### config.mk
export PLATFORM = sky130hd
export DESIGN_NAME = ysyx_23060072_wb_arbiter
export DESIGN_NICKNAME = d
export VERILOG_FILES = /design/src/rtl/ysyx_23060072_wb_arbiter.sv
export SDC_FILE = /design/constraint.sdc
export NUM_CORES = 1
export LEC_CHECK = 0
export ABC_AREA = 1
export BUFFER_PORTS_ARGS = -buffer_cell sky130_fd_sc_hd__buf_2
export CORE_MARGIN = 2
export CORE_UTILIZATION = 40
export DETAILED_ROUTE_END_ITERATION = 7
export GPL_TIMING_DRIVEN = 0
export PLACE_DENSITY = 0.76
export SYNTH_ARGS = -nofsm -noshare
export SYNTH_HDL_FRONTEND = slang
export SYNTH_SLANG_ARGS = --single-unit
export TNS_END_PERCENT = 20
### constraint.sdc
create_clock -name clk -period 2.9 [get_ports clk]
set_clock_uncertainty 0.15 [all_clocks]
set_input_delay 0.58 -clock clk [delete_from_list [all_inputs] [get_ports clk]]
set_output_delay 0.58 -clock clk [all_outputs]
set_load 0.01 [all_outputs]
### src/rtl/ysyx_23060072_wb_arbiter.sv
// Round-robin arbiter that shares the single regfile write port among NREQ result
// producers and registers the winning result as a one-cycle write-back beat.
module ysyx_23060072_wb_arbiter #(
  parameter int NREQ = 3,
  parameter int AW   = 5,
  parameter int DW   = 32
) (
  input  logic              clk,
  input  logic              rst_n,
  input  logic [NREQ-1:0]   req_valid_i,
  output logic [NREQ-1:0]   req_ready_o,
  input  logic [NREQ*AW-1:0] req_addr_i,
  input  logic [NREQ*DW-1:0] req_data_i,
  output logic              wb_flag_o,
  output logic [AW-1:0]     wb_addr_o,
  output logic [DW-1:0]     wb_data_o,
  output logic [NREQ-1:0]   wb_src_o
);

  localparam int PW = (NREQ > 1) ? $clog2(NREQ) : 1;

  logic [PW-1:0]   rr_ptr;
  logic [PW-1:0]   grant_idx;
  logic [PW-1:0]   scan_idx;
  logic            grant_any;
  logic [NREQ-1:0] grant_oh;
  logic [AW-1:0]   grant_addr;
  logic [DW-1:0]   grant_data;

  // Scan from rr_ptr upward with wrap; the first valid requester wins.
  // NOTE: every combinational output gets a default before the loop, so no path
  // leaves a value unassigned and no latch is inferred.
  always_comb begin
    grant_any = 1'b0;
    grant_idx = '0;
    scan_idx  = '0;
    for (int k = 0; k < NREQ; k++) begin
      scan_idx = PW'((int'(rr_ptr) + k) % NREQ);
      if (!grant_any && req_valid_i[scan_idx]) begin
        grant_any = 1'b1;
        grant_idx = scan_idx;
      end
    end
    // Nothing is accepted while reset is held, even though valids may be high.
    if (!rst_n) grant_any = 1'b0;
    grant_oh = grant_any ? (NREQ'(1) << grant_idx) : '0;
  end

  assign req_ready_o = grant_oh;
  assign grant_addr  = req_addr_i[grant_idx*AW +: AW];
  assign grant_data  = req_data_i[grant_idx*DW +: DW];

  // NOTE: state is updated with non-blocking assignments so every register
  // samples the pre-edge values, independent of statement order.
  always_ff @(posedge clk or negedge rst_n) begin
    if (!rst_n) begin
      rr_ptr    <= '0;
      wb_flag_o <= 1'b0;
      wb_addr_o <= '0;
      wb_data_o <= '0;
      wb_src_o  <= '0;
    end else if (grant_any) begin
      rr_ptr    <= (grant_idx == PW'(NREQ - 1)) ? '0 : grant_idx + PW'(1);
      wb_addr_o <= grant_addr;
      wb_data_o <= grant_data;
      wb_src_o  <= grant_oh;
      // Writes to x0 are accepted from the producer but never reach the regfile.
      wb_flag_o <= |grant_addr;
    end else begin
      wb_flag_o <= 1'b0;
      wb_src_o  <= '0;
    end
  end

endmodule

* After elaboration in Yosys (flattened, before gate mapping) *
Cells that the tools add are included.

cells by class
  add/sub/neg operators = 3
  multiply operators = 1
  div/mod/pow operators = 3
  magnitude comparators = 3
  equality and inequality tests = 1
  shift-type cells = 3
  multiplexer cells = 17
  reduce and logical (&&, ||, !) cells = 5

operators with widths
  operator                 number
  $shiftx A96 B8 Y32       1
  $mod A32 B3 Y32 const B  2
  $mod A3 B3 Y32 const B   1
  $shiftx A15 B6 Y5        1
  $lt A2 B3 Y1 const B     3
  $mux W1                  8
  $mux W2                  4
  $bmux W1 S2              3
  $mux W3                  2
  $mul A2 B3 Y5 const B    1
  $reduce_or A5 Y1         1
  $add A2 B1 Y3 const B    1
  $add A2 B2 Y3 const B    1
  $shl A1 B2 Y3 const A    1
  $add A2 B1 Y2 const B    1
  $eq A2 B2 Y1 const B     1
  $logic_and A1 B1 Y1      2
  $logic_not A1 Y1         2

word-level totals
  register bits after elaboration = 43
  bits of input ports = 116

* Longest topological paths before layout *
  depth after elaboration = 14
  mapped depth = 16

* Worst setup path before layout *
No wires, ideal clock.

  path type = reg-to-output
  start = register rr_ptr[0]
  end = output req_ready_o[0]
  arrival = 1.899 ns
  setup slack = 0.271 ns
  cell stages (with the launch flop) = 15
  buffers on the path = 1
  cell sequence = dfrtp_1 > inv_1 > ha_1 > inv_4 > nand2_1 > nand3_1 > nand2_1 > nand3_4 > nor2_1 > nor2_1 > nand2_4 > inv_6 > buf_6 > nand2_1 > inv_1

on the way
  longest elaborated chain between the ends = 12

ends and longest elaborated chain
  element                                                   line  source
  start, declared                                           22    logic [PW-1:0] rr_ptr;
  start signal, assigned                                    63    rr_ptr <= (grant_idx == PW'(NREQ - 1)) ? '0 : grant_idx + PW'(1);
  branches (longest 11 deep; another with $mod A32 B3 Y32)  -
  $mux W3 *                                                 46    grant_oh = grant_any ? (NREQ'(1) << grant_idx) : '0;
  end, declared                                             11    output logic [NREQ-1:0] req_ready_o,

Mark *: on every way between the ends. The select of a mux whose other input is x is not followed.

* Final worst setup path *
  start = register rr_ptr[1]
  end = output req_ready_o[1]

The elaborated chain is that of the path after synthesis.

==> flow_metrics.env <==
export IMPL_status="complete, no violations"
export IMPL_syn_num_nets=456
export IMPL_clk_insertion_delay_late_ps=290
export IMPL_ctsHtreeMaxLevel=2
export IMPL_nFillCells=598
export IMPL_max_slew_margin_rel_pct=60.2
export IMPL_cts_tree="yes"
export IMPL_grt_first_pass_wirelength_um=14200
export IMPL_hold_viol_final=0
export IMPL_syn_to_final_growth_pct=46.4
export IMPL_rows=29
export IMPL_reg2reg_setup_slack_ps=470
export IMPL_yosys_most_used_dff="dfrtp_1"
export IMPL_drv_cap=0
export IMPL_setup_worst_path_start="rr_ptr[1]$_DFFE_PN0P_"
export IMPL_arrival_ps=2100
export IMPL_cts_sinks=43
export IMPL_root_buffer="clkbuf_8"
export IMPL_end_kind="output pin"
export IMPL_setup_ws_ps=66.0
export IMPL_drt_iter0_drc=85
export IMPL_start_util_pct=41.8
export IMPL_portBuffers=159
export IMPL_critical_path_max_fanout=8
export IMPL_antenna_cells=0
export IMPL_clock_fmax_mhz=353
export IMPL_setup_viol=0
export IMPL_leakagePower_nw=1.99
export IMPL_fin_area_um2=3950
export IMPL_tns_ps=0
export IMPL_ys_ff_latch=43
export IMPL_synth_edf_count=0
export IMPL_avgViaCountPerCell=5.03
export IMPL_die_width_um=86.2
export IMPL_ys_seq_area_share_pct=39.8
export IMPL_clk_path_buf_depth=2
export IMPL_timing_rr_end="rr_ptr[0]$_DFFE_PN0P_"
export IMPL_drc=0
export IMPL_final_util_pct=61.2
export IMPL_final_net_count=637
export IMPL_cts_buffers_inserted=5
export IMPL_drive_above_1_share_pct=49.0
export IMPL_antenna_found_initial=0
export IMPL_rsz0062_at_grt="true"
export IMPL_fin_crit_sh_pct=97.7
export IMPL_final_cells=595
export IMPL_grt_overflow=0
export IMPL_finalCriticalPeriod_ps=2830
export IMPL_cp_required_ps=2170
export IMPL_netlist_instances=336
export IMPL_total_power_mw=5.58
export IMPL_num_vias=2995
export IMPL_max_slew_worst_pin_slew_ps=597
export IMPL_crit_end="req_ready_o[1]"
export IMPL_grt_pass1_vias=3095
export IMPL_top_level_ports=160
export IMPL_dr_pass1_iters=5
export IMPL_worstSetupPathType="reg -> out"
export IMPL_worstSetupStartpointType="flop"
export IMPL_dp_hpwl_um=6630
export IMPL_wire_per_inst_um=14.9
export IMPL_core_um2=6460
export IMPL_async_flop_share_pct=100
export IMPL_hold_slack_ps=133
export IMPL_hold_path_class="in -> async"
export IMPL_yosys_warnings=0
export IMPL_drt_wl_total_um=8850
export IMPL_reg2reg_from="rr_ptr[0]$_DFFE_PN0P_"
export IMPL_die_area_um2=7430
export IMPL_dp_slack_ps=-426
export IMPL_dp_cells=572
export IMPL_reg2reg_depth=12
export IMPL_p_per_area_nw_per_um2=1410
export IMPL_ys_types=29
export IMPL_syn_area_um2=2700
export IMPL_postRouteAntennaNets=0
export IMPL_ir_worst_vdd_v=0.000760
export IMPL_grt_usage_pct=24.4
export IMPL_place_congestion=0.808
export IMPL_grt_max_degree=45
export IMPL_place_area_um2=3590
export IMPL_fp_dieH_um=86.2
export IMPL_cts_clk_slew_worst_paths_ps=80
export IMPL_syn_avg_cell_area_um2=8.04
export IMPL_slew_violations=0
[power breakdown]
part / internal [mW] / switching, mW
logic: 1.67 / 2.41
registers: 0.917 / 0.156
clock network: 0.218 / 0.206
[cell type report]
cell class / count / area, um2 / area share (%)
tap: 77 / 96.3 / 2.44
multi-input combinational: 255 / 1490 / 37.8
clock buffer: 8 / 100 / 2.53
sequential: 43 / 1080 / 27.2
buffer: 14 / 139 / 3.51
timing repair buffer: 177 / 946 / 23.9
inverter: 21 / 104 / 2.63
[sequential cells by signal (all words and copies together) (netlist names)]
signal     flops
wb_src_o       3
wb_data_o     32
rr_ptr         2
wb_flag_o      1
wb_addr_o      5
[Yosys cell counts (5+ instances only)]
| master | n | area [um2] |
|---|---|---|
| dfrtp_1 | 43 | 1080 |
| a41oi_2 | 10 | 163 |
| o21ai_0 | 5 | 25.0 |
| buf_2 | 5 | 25.0 |
| buf_6 | 7 | 78.8 |
| nor2_1 | 50 | 188 |
| a21oi_1 | 14 | 70.1 |
| nand2_1 | 108 | 405 |
| inv_2 | 5 | 18.8 |
| a21oi_2 | 8 | 70.1 |
| inv_1 | 13 | 48.8 |
| a31oi_1 | 23 | 144 |
| nand3_1 | 13 | 65.1 |
[worst max-delay path, cell delays in order, from the launching register on]
cell and delay, ps:
dfrtp_1 440, inv_2 140, ha_4 190, inv_4 50, nand2_4 70, nand3_4 110
nand2_8 110, nand4_1 150, nand2_4 120, inv_2 60, buf_12 130, nand2_2 60
inv_1 40, buf_2 130
[per-layer routing]
metal | track usage (%) | wire length (um) | vias up
met1 | 26.8 | 3390 | 1384
li1 | - | - | 1474
met5 | 0 | 0 | -
met2 | 44.2 | 4620 | 119
met4 | 8.81 | 199 | 0
met3 | 7.52 | 642 | 18
[worst min path at each step]
| stage | cells after the start | start | slack, ps | end |
|---|---|---|---|---|
| finish | 1 | rst_n | 130 | wb_data_o[17]$_DFFE_PN0P_ |
| floorplan | 0 | rst_n | 130 | rr_ptr[0]$_DFFE_PN0P_ |
| global route | 1 | rst_n | 160 | wb_data_o[17]$_DFFE_PN0P_ |
| CTS | 1 | rst_n | 150 | wb_data_o[17]$_DFFE_PN0P_ |
| detailed placement | 2 | wb_addr_o[2]$_DFFE_PN0P_ | 330 | wb_addr_o[2]$_DFFE_PN0P_ |
| global placement | 2 | wb_addr_o[4]$_DFFE_PN0P_ | 320 | wb_addr_o[4]$_DFFE_PN0P_ |
[repair_timing]
| action | 4_1_cts | 5_1_grt |
|---|---|---|
| endpoints found under the hold margin | 0 | 0 |
| gates resized for setup | 18 | 23 |
| pin swaps | 7 | 12 |
| setup endpoints to repair | 3 | 3 |
| setup buffers | 8 | 10 |
| hold buffers | 0 | 0 |
[kinds of logic after synthesis]
group / share of synthesized area (%)
AND/OR/NAND/NOR: 30.6
adder cells (fa/ha/maj): 1.85
flip-flops: 39.8
buffers and inverters: 8.85
AO/OA/AOI/OAI: 18.9
[cells in the final DEF, fill, tap and decap left out, types with 2 or more instances in the layout]
cell type	netlist	routed
a21oi_1	14	14
a21oi_2	8	8
a31oi_1	23	23
a41oi_2	10	10
buf_12	1	2
buf_2	5	160
buf_4	3	21
buf_6	7	7
clkbuf_8	0	7
dfrtp_1	43	43
ha_4	0	3
inv_1	13	10
inv_2	5	7
inv_4	2	2
nand2_1	108	102
nand2_2	4	6
nand2_4	3	6
nand2_8	1	2
nand3_1	13	12
nand3_2	2	2
nand3_4	1	2
nand4_1	2	2
nor2_1	50	47
nor2_2	0	2
nor2_8	2	2
o21ai_0	5	4
o21ai_1	3	4
Power figures use the tool's default switching activity.
